$ cat config.mk
export PLATFORM = sky130hd
export DESIGN_NAME = ifu
export DESIGN_NICKNAME = d
export VERILOG_FILES = /design/src/rtl/ifu_pkg.sv /design/src/rtl/ifid_reg.sv /design/src/rtl/ifu.sv
export SDC_FILE = /design/constraint.sdc
export NUM_CORES = 1
export LEC_CHECK = 0
export CAP_MARGIN = 20
export CORE_MARGIN = 8
export CORE_UTILIZATION = 47
export DETAILED_ROUTE_END_ITERATION = 12
export GPL_TIMING_DRIVEN = 0
export PLACE_DENSITY = 0.88
export SLEW_MARGIN = 0
export SYNTH_ARGS = -nofsm -noshare
export SYNTH_HDL_FRONTEND = slang
export SYNTH_HIERARCHICAL = 1
export SYNTH_SLANG_ARGS = --single-unit
export TNS_END_PERCENT = 50
$ cat constraint.sdc
create_clock -name Clk -period 4.6 [get_ports Clk]
set_clock_uncertainty 0.05 [all_clocks]
set_input_delay 1.38 -clock Clk [delete_from_list [all_inputs] [get_ports Clk]]
set_output_delay 1.38 -clock Clk [all_outputs]
set_load 0.01 [all_outputs]
$ cat src/rtl/ifu_pkg.sv
// Shared definitions for the instruction fetch unit and its pipeline registers.
//   NOP_INSTR        : encoding loaded into the IF/ID register for bubbles
//   DEFAULT_RESET_PC : default first fetch address after reset
//   ifu_state_t      : fetch control states (RUN / HALT)
package ifu_pkg;

  localparam logic [31:0] NOP_INSTR        = 32'h0000_0000;
  localparam logic [31:0] DEFAULT_RESET_PC = 32'h0000_3000;

  typedef enum logic {
    RUN  = 1'b0,
    HALT = 1'b1
  } ifu_state_t;

endpackage

$ cat src/rtl/ifid_reg.sv
// IF/ID pipeline register: instruction, its PC and a valid flag.
// Ports:
//   clk, rst            : clock, asynchronous active-high reset
//   en                  : load enable (hold when low)
//   ir_in, pc_in, valid_in : values captured on an enabled edge
//   ir, pc, valid       : registered outputs (reset to NOP / 0 / 0)
module ifid_reg
  import ifu_pkg::*;
(
  input  logic        clk,
  input  logic        rst,
  input  logic        en,
  input  logic [31:0] ir_in,
  input  logic [31:0] pc_in,
  input  logic        valid_in,
  output logic [31:0] ir,
  output logic [31:0] pc,
  output logic        valid
);

  always_ff @(posedge clk or posedge rst) begin
    if (rst) begin
      ir    <= NOP_INSTR;
      pc    <= '0;
      valid <= 1'b0;
    end else if (en) begin
      ir    <= ir_in;
      pc    <= pc_in;
      valid <= valid_in;
    end
  end

endmodule

$ cat src/rtl/ifu.sv
// Instruction fetch unit: holds the fetch PC, addresses the instruction
// memory and captures the returned word into the IF/ID register.
// Ports:
//   Clk, Reset     : clock, asynchronous active-high reset
//   ImAddr         : word address to instruction memory (PcF[11:2])
//   ImData         : instruction returned for ImAddr in the same cycle
//   Stall          : hold PC and IF/ID register
//   Redirect       : decode-stage taken branch/jump, target in RedirectPC
//   PcF            : current fetch PC
//   IrD, PcD       : instruction and PC in the IF/ID register
//   Pc8D           : link address PcD+8
//   ValidD         : IrD is a real fetched instruction
//   AddrErr        : sticky fetch-address error (unit halted)
module ifu
  import ifu_pkg::*;
#(
  parameter logic [31:0] RESET_PC = DEFAULT_RESET_PC,
  parameter int unsigned IM_WORDS = 1024
) (
  input  logic        Clk,
  input  logic        Reset,
  output logic [9:0]  ImAddr,
  input  logic [31:0] ImData,
  input  logic        Stall,
  input  logic        Redirect,
  input  logic [31:0] RedirectPC,
  output logic [31:0] PcF,
  output logic [31:0] IrD,
  output logic [31:0] PcD,
  output logic [31:0] Pc8D,
  output logic        ValidD,
  output logic        AddrErr
);

  // Range bounds widened to 33 bits so the upper limit cannot wrap.
  localparam logic [32:0] RANGE_LO = {1'b0, RESET_PC};
  localparam logic [32:0] RANGE_HI = RANGE_LO + (33'(IM_WORDS) << 2);

  ifu_state_t  state, state_next;
  logic [31:0] pc, pc_next;
  logic        fetch_bad;
  logic [31:0] ld_ir;
  logic [31:0] ld_pc;
  logic        ld_valid;

  assign fetch_bad = (pc[1:0] != 2'b00)
                  || ({1'b0, pc} <  RANGE_LO)
                  || ({1'b0, pc} >= RANGE_HI);

  // State register
  always_ff @(posedge Clk or posedge Reset) begin
    if (Reset) state <= RUN;
    else       state <= state_next;
  end

  // Next-state logic
  always_comb begin
    state_next = state;
    unique case (state)
      RUN:  if (!Stall && fetch_bad) state_next = HALT;
      HALT: state_next = HALT;
      default: state_next = RUN;
    endcase
  end

  // Output logic: next PC and the values offered to the IF/ID register.
  // A Redirect in the same cycle only steers the next PC; the word being
  // fetched now (the delay slot) is still loaded into D.
  always_comb begin
    pc_next  = pc;
    ld_ir    = NOP_INSTR;
    ld_pc    = pc;
    ld_valid = 1'b0;
    unique case (state)
      RUN: begin
        if (!fetch_bad) begin
          ld_ir    = ImData;
          ld_valid = 1'b1;
          pc_next  = Redirect ? RedirectPC : pc + 32'd4;
        end
      end
      HALT: ;
      default: ;
    endcase
  end

  always_ff @(posedge Clk or posedge Reset) begin
    if (Reset)       pc <= RESET_PC;
    else if (!Stall) pc <= pc_next;
  end

  ifid_reg u_ifid (
    .clk      (Clk),
    .rst      (Reset),
    .en       (~Stall),
    .ir_in    (ld_ir),
    .pc_in    (ld_pc),
    .valid_in (ld_valid),
    .ir       (IrD),
    .pc       (PcD),
    .valid    (ValidD)
  );

  assign PcF     = pc;
  assign ImAddr  = pc[11:2];
  assign Pc8D    = PcD + 32'd8;
  assign AddrErr = (state == HALT);

endmodule

# After elaboration in Yosys (flattened, before gate mapping)
# Index checks and enable logic that the tools add are counted.
# Widths: inputs -> output; s select.
dict set report classes {
  mux 7
  n_lt_le_gt_ge 2
  addsub 2
  bitwise 3
  reduce_logical 6
}
# operator count
set op_table {}
lappend op_table {{$mux 32} 3}
lappend op_table {{$add 32x3->32 const B} 1}
lappend op_table {{$add 32x4->32 const B} 1}
lappend op_table {{$ge 32x15->1 const B} 1}
lappend op_table {{$lt 32x14->1 const B} 1}
lappend op_table {{$mux 1} 3}
lappend op_table {{$not 1->1} 3}
lappend op_table {{$reduce_and 3->1} 1}
lappend op_table {{$logic_or 1x1->1} 2}
lappend op_table {{$pmux 1 s2} 1}
lappend op_table {{$reduce_bool 2->1} 1}
lappend op_table {{$logic_and 1x1->1} 1}
lappend op_table {{$logic_not 1->1} 1}
dict set report totals {
  reg_bits 98
  elab_cells 25
  out_inout_bits 140
  in_bits 68
}

# Longest topological paths before layout
dict set report depth {
  depth_word 6
  mapped_depth 6
  mapped_depth_nobuf 5
}

# Hierarchy
# The synthesis kept the hierarchy.
# mod seq_area_each_um2 area_per_inst_um2 cells_each n_inst
set modules_own_cells {}
lappend modules_own_cells {ifid_reg 1626.6 2622.5 138 1}
lappend modules_own_cells {ifu 828.3 2381.0 271 1}

# Worst setup path after synthesis
# No wires, ideal clock.
dict set report synth_timing {
  kind {reg-to-output}
  from {register u_ifid.pc[14]}
  to {output Pc8D[27]}
  setup_slack_ns 1.498
  t_arrival_ns 1.672
  stages_incl_launch_ff 5
  required_ns 3.170
  path_cell_list {dfrtp_1 > nand2_1 > nor4_1 > nand4_1 > xnor2_1}
}
dict set report synth_via {
  elab_chain_cells 1
}
# item line
set synth_lines {}
lappend synth_lines {{start: declaration} ifid_reg.sv:17} ;# output logic [31:0] pc,
lappend synth_lines {{start signal: assignment} ifid_reg.sv:28} ;# pc <= pc_in;
lappend synth_lines {{$add 32x4->32} ifu.sv:106} ;# assign Pc8D = PcD + 32'd8;
lappend synth_lines {{end: declaration} ifu.sv:30} ;# output logic [31:0] Pc8D,
# No other way between the ends.

# Worst setup path in the final report
dict set report layout_timing {
  from {register u_ifid.pc[3]}
  to {output Pc8D[27]}
}
# Same word-level chain as after synthesis.

==> reports/summary.md <==
The flow ran to the end, and the final reports show no timing, DRC or antenna violations. The worst setup path is captured at a primary output. After clock tree synthesis, the setup repair step added 0 buffers. The largest single stage delay on the critical path is 0.58 ns. The tools report the count of pins on the block boundary as 208. The first global-routing pass estimated 24700 µm of wire. The number of hold-slack violations in the final timing report was 0. Once detail routing completed, the nets flagged for antenna violations numbered 0.

The startpoint identified for the worst register-to-register timing path is PcF[25]. Setup repair after global routing left no endpoint under its margin. The launching instance or port of the critical path was u_ifid/pc[3]. In this run the worst path has a maximum fanout of 9. The async set-reset flop share out of synthesis was 1.00.

The slowest stage of the critical path belongs to the cell sky130_fd_sc_hd__clkdlybuf4s50_1. The detailed router placed 4103 vias in this run. The instance count along the most critical hold path came out at 1.

For the violation count after the first detailed-routing iteration, the log shows 280. The fraction of post-synthesis cell area in the top cell type by area was 0.480; the total overflow reported by the global router was 0. Derived from the worst setup path, the maximum achievable clock frequency is 0.234 GHz.

The switching portion of total power is 0.235, and the switching power of the nets is 0.431 mW. At the worst endpoint, the required time is 3.17 ns. Largest net degree at the start of global routing: 43. The critical register-to-register path endpoint was u_ifid/ir[16].

For the total routing resource utilization after global routing, the log shows 0.218. The total count of max-transition violations in the final report was 0; the flip-flop and latch count after synthesis was 98. Wires add up to 15600 µm.

The clock network fraction of design power is 0.358, and the die extent in y is 119 µm. The logs give 3.51 nW for the leakage power figure and 0 for the initial antenna violation count. TritonCTS built the clock tree.

Setup slack on the critical path of the routed design comes to 0.322 ns. Launching element type of the critical path: a flip-flop. Across the VDD grid, the largest voltage drop is 174 µV. The clock passes through at most 2 buffers. The number of hold-repair buffers added at the cts stage is 0. Synthesis produced a netlist whose cell count is 409.

Netlist area before placement: 0.00500 mm². The run gives 0.491 as the post-synthesis sequential area ratio. The type of the most critical hold path was flip-flop to flip-flop. The run gives 0.485 as the initial core utilization. The tools report the proportion of power drawn by flip-flops and latches as 0.497. The setup check on the worst reg-to-reg path leaves a slack of 2.08 ns. Dividing total power by cell area gives a power density of 244 mW/mm². The clock latency on the worst-skew pair came out at 0.35 ns. The path with the worst hold slack has its endpoint at u_ifid/ir[31].

The tools report the cell chosen for the clock root as sky130_fd_sc_hd__clkbuf_8. The number of instances resized during post-cts repair was 0. The number of flops mapped to enable cells by yosys was 0; the transition at the pin with the smallest max-transition slack was 0.647 ns. Yosys attributes the largest share of cell area to sky130_fd_sc_hd__dfrtp_1 (48%), sky130_fd_sc_hd__mux2_4 (15%), sky130_fd_sc_hd__and2_1 (4.0%). At the end of routability-driven placement, the weighted congestion stood at 0.901. Counting every sink on the clock net gives 98. The accumulated negative setup slack is 0 ns.

The via density per instance was 5.32. The max-slew headroom at the worst pin was 0.566; the count of unresolved DRC violations after routing was 0. Timing analysis after detailed placement gives a worst setup slack of 0.605 ns. The count of cells in the finished layout, fillers not included, comes to 771.

The final critical-path required period is 4.28 ns. Sorting the synthesized cells by how often they occur yields sky130_fd_sc_hd__dfrtp_1 (96), sky130_fd_sc_hd__mux2_4 (50), sky130_fd_sc_hd__and2_1 (32), sky130_fd_sc_hd__a21o_1 (20), sky130_fd_sc_hd__nand3_1 (20). The HPWL after detailed placement is 12400 µm. The width of the die is 119 µm. From synthesis to final layout, the design area changed by 50.8%. The share of the core filled with cells was 0.731. sky130_fd_sc_hd__dfrtp_1 is the most common cell in the netlist. Cell internal power was estimated by the tool at 1.41 mW.

The tools report the launch point of the worst hold path as u_ifid/ir[31]. Counting distinct cell types in the post-synthesis netlist gives 39. For the worst flop-to-flop path, the logic depth is 6. For the number of levels the H-tree was split into, the log shows 3.

Including well taps, the total number of placed cells is 754. The floorplan has 37 rows. The critical path goes through ha_1 > nand3_1 > nor3_2 > nand4_1 > xnor2_1 > clkdlybuf4s50_1.

Commonest register cell after synthesis: sky130_fd_sc_hd__dfrtp_1. In this run the standard cell core region covers 0.0103 mm². Averaged over all synthesized cells, the footprint is 12.2 µm². For the area enclosed by the die boundary, the log shows 0.0142 mm².

sky130_fd_sc_hd__dfrtp_1 takes more of the synthesized area than any other cell. The final period utilization was 0.930. After clock tree synthesis, the clock-pin slew on the worst setup and hold paths is 0.09 ns. The number of antenna diodes in the final layout is 0.

The number of iterations in the first detailed-routing pass was 5; the count of warnings emitted by yosys was 6. STA puts the critical path data arrival time at 2.85 ns. For the reported max-cap violation count, the log shows 0. For the net count after synthesis, the log shows 480. For the combinational share of power, the log shows 0.145. Setup violations remaining at the end of the flow were counted as 0. After detailed routing, the average wire length per cell comes to 20.2 µm. The tools report the number of global-route vias before repair as 4364. In this run, CTS created clock tree buffers numbering 9. After the last flow step, the layout net total stands at 701.

The critical path in this run is classified as flip-flop to primary output. Proportion of layout cells with a drive suffix above 1: 0.183. The count of buffers added on input and output ports is 207.
==> per-stage QoR <==
step | power, mW | instance area, µm² | hold slack [ns]
4_1_cts | 1.86 | 7530 | 0.467
6_report | 1.84 | 7540 | 0.468
3_3_place_gp | 1.19 | 7250 | 0.435
3_5_place_dp | 1.20 | 7290 | 0.442
2_1_floorplan | 1.03 | 5000 | 0.451
5_1_grt | 1.92 | 7540 | 0.479
==> per-layer routing <==
layer,GRT usage,routed length [µm],vias to the layer above,share of wire
li1,-,-,1892,-
met5,0,0,-,0
met1,0.264,6520,1994,0.42
met3,0.0576,1110,15,0.071
met4,0.0569,196,0,0.013
met2,0.377,7750,202,0.50
==> worst max path at each step <==
stage	endpoint	slack (ns)	cells after the start
finish	Pc8D[27]	0.32	6
global route	Pc8D[27]	0.12	6
CTS	Pc8D[24]	0.19	5
detailed placement	Pc8D[24]	0.61	5
global placement	u_ifid/ir[10]	0.48	2
floorplan	Pc8D[27]	1.50	4
==> critical path, delay by kind of cell, from the launching register on <==
family / cells / cell delay, ns
simple gates: 3 / 1.01
buf+inv: 1 / 0.58
fa+ha+maj: 1 / 0.21
flops: 1 / 0.45
xor+xnor: 1 / 0.24
==> power groups by stage <==
stage,combinational (mW),clock [mW],sequential (mW)
after floorplan,0.0993,0,0.931
after global placement,0.258,0,0.928
after detailed placement,0.268,0,0.929
after global routing,0.284,0.716,0.917
after CTS,0.270,0.674,0.912
final,0.266,0.659,0.913
==> cell type report <==
cell class	count	area, µm²
buffer	32	225
clock buffer	10	128
clock inverter	6	113
fill	703	2780
inverter	10	37.5
multi-input combinational	269	2290
sequential	98	2450
tap	136	170
timing repair buffer	210	2120
==> logic make-up (layout without fill, tap and decap cells) <==
logic type      count (synthesis)  count (layout)  share of synthesized area
xor+xnor                       27              27                     0.0473
mux                            70              70                      0.194
simple gates                  114             114                      0.136
buf+inv                        42             268                     0.0525
compound gates                 55              55                     0.0725
flops                          98              98                      0.491
fa+ha+maj                       3               3                    0.00750
==> registers in the layout (all words and copies together), names as in the netlist <==
| register | count |
|---|---|
| PcF | 32 |
| u_ifid/ir | 32 |
| u_ifid/pc | 32 |
| AddrErr | 1 |
| u_ifid/valid | 1 |
==> layout by cell type (no fill, tap or decap), types with 10 or more instances in the layout <==
master / Yosys / layout
sky130_fd_sc_hd__clkdlybuf4s50_1: 0 / 207
sky130_fd_sc_hd__dfrtp_1: 96 / 96
sky130_fd_sc_hd__mux2_4: 50 / 50
sky130_fd_sc_hd__and2_1: 32 / 32
sky130_fd_sc_hd__nand3_1: 20 / 20
sky130_fd_sc_hd__a21o_1: 20 / 20
sky130_fd_sc_hd__xnor2_1: 19 / 19
sky130_fd_sc_hd__nand4_1: 15 / 15
sky130_fd_sc_hd__mux2_2: 15 / 15
sky130_fd_sc_hd__nand2_1: 13 / 13
sky130_fd_sc_hd__buf_4: 13 / 13
sky130_fd_sc_hd__a21oi_1: 10 / 10
Power figures use the tool's default switching activity.
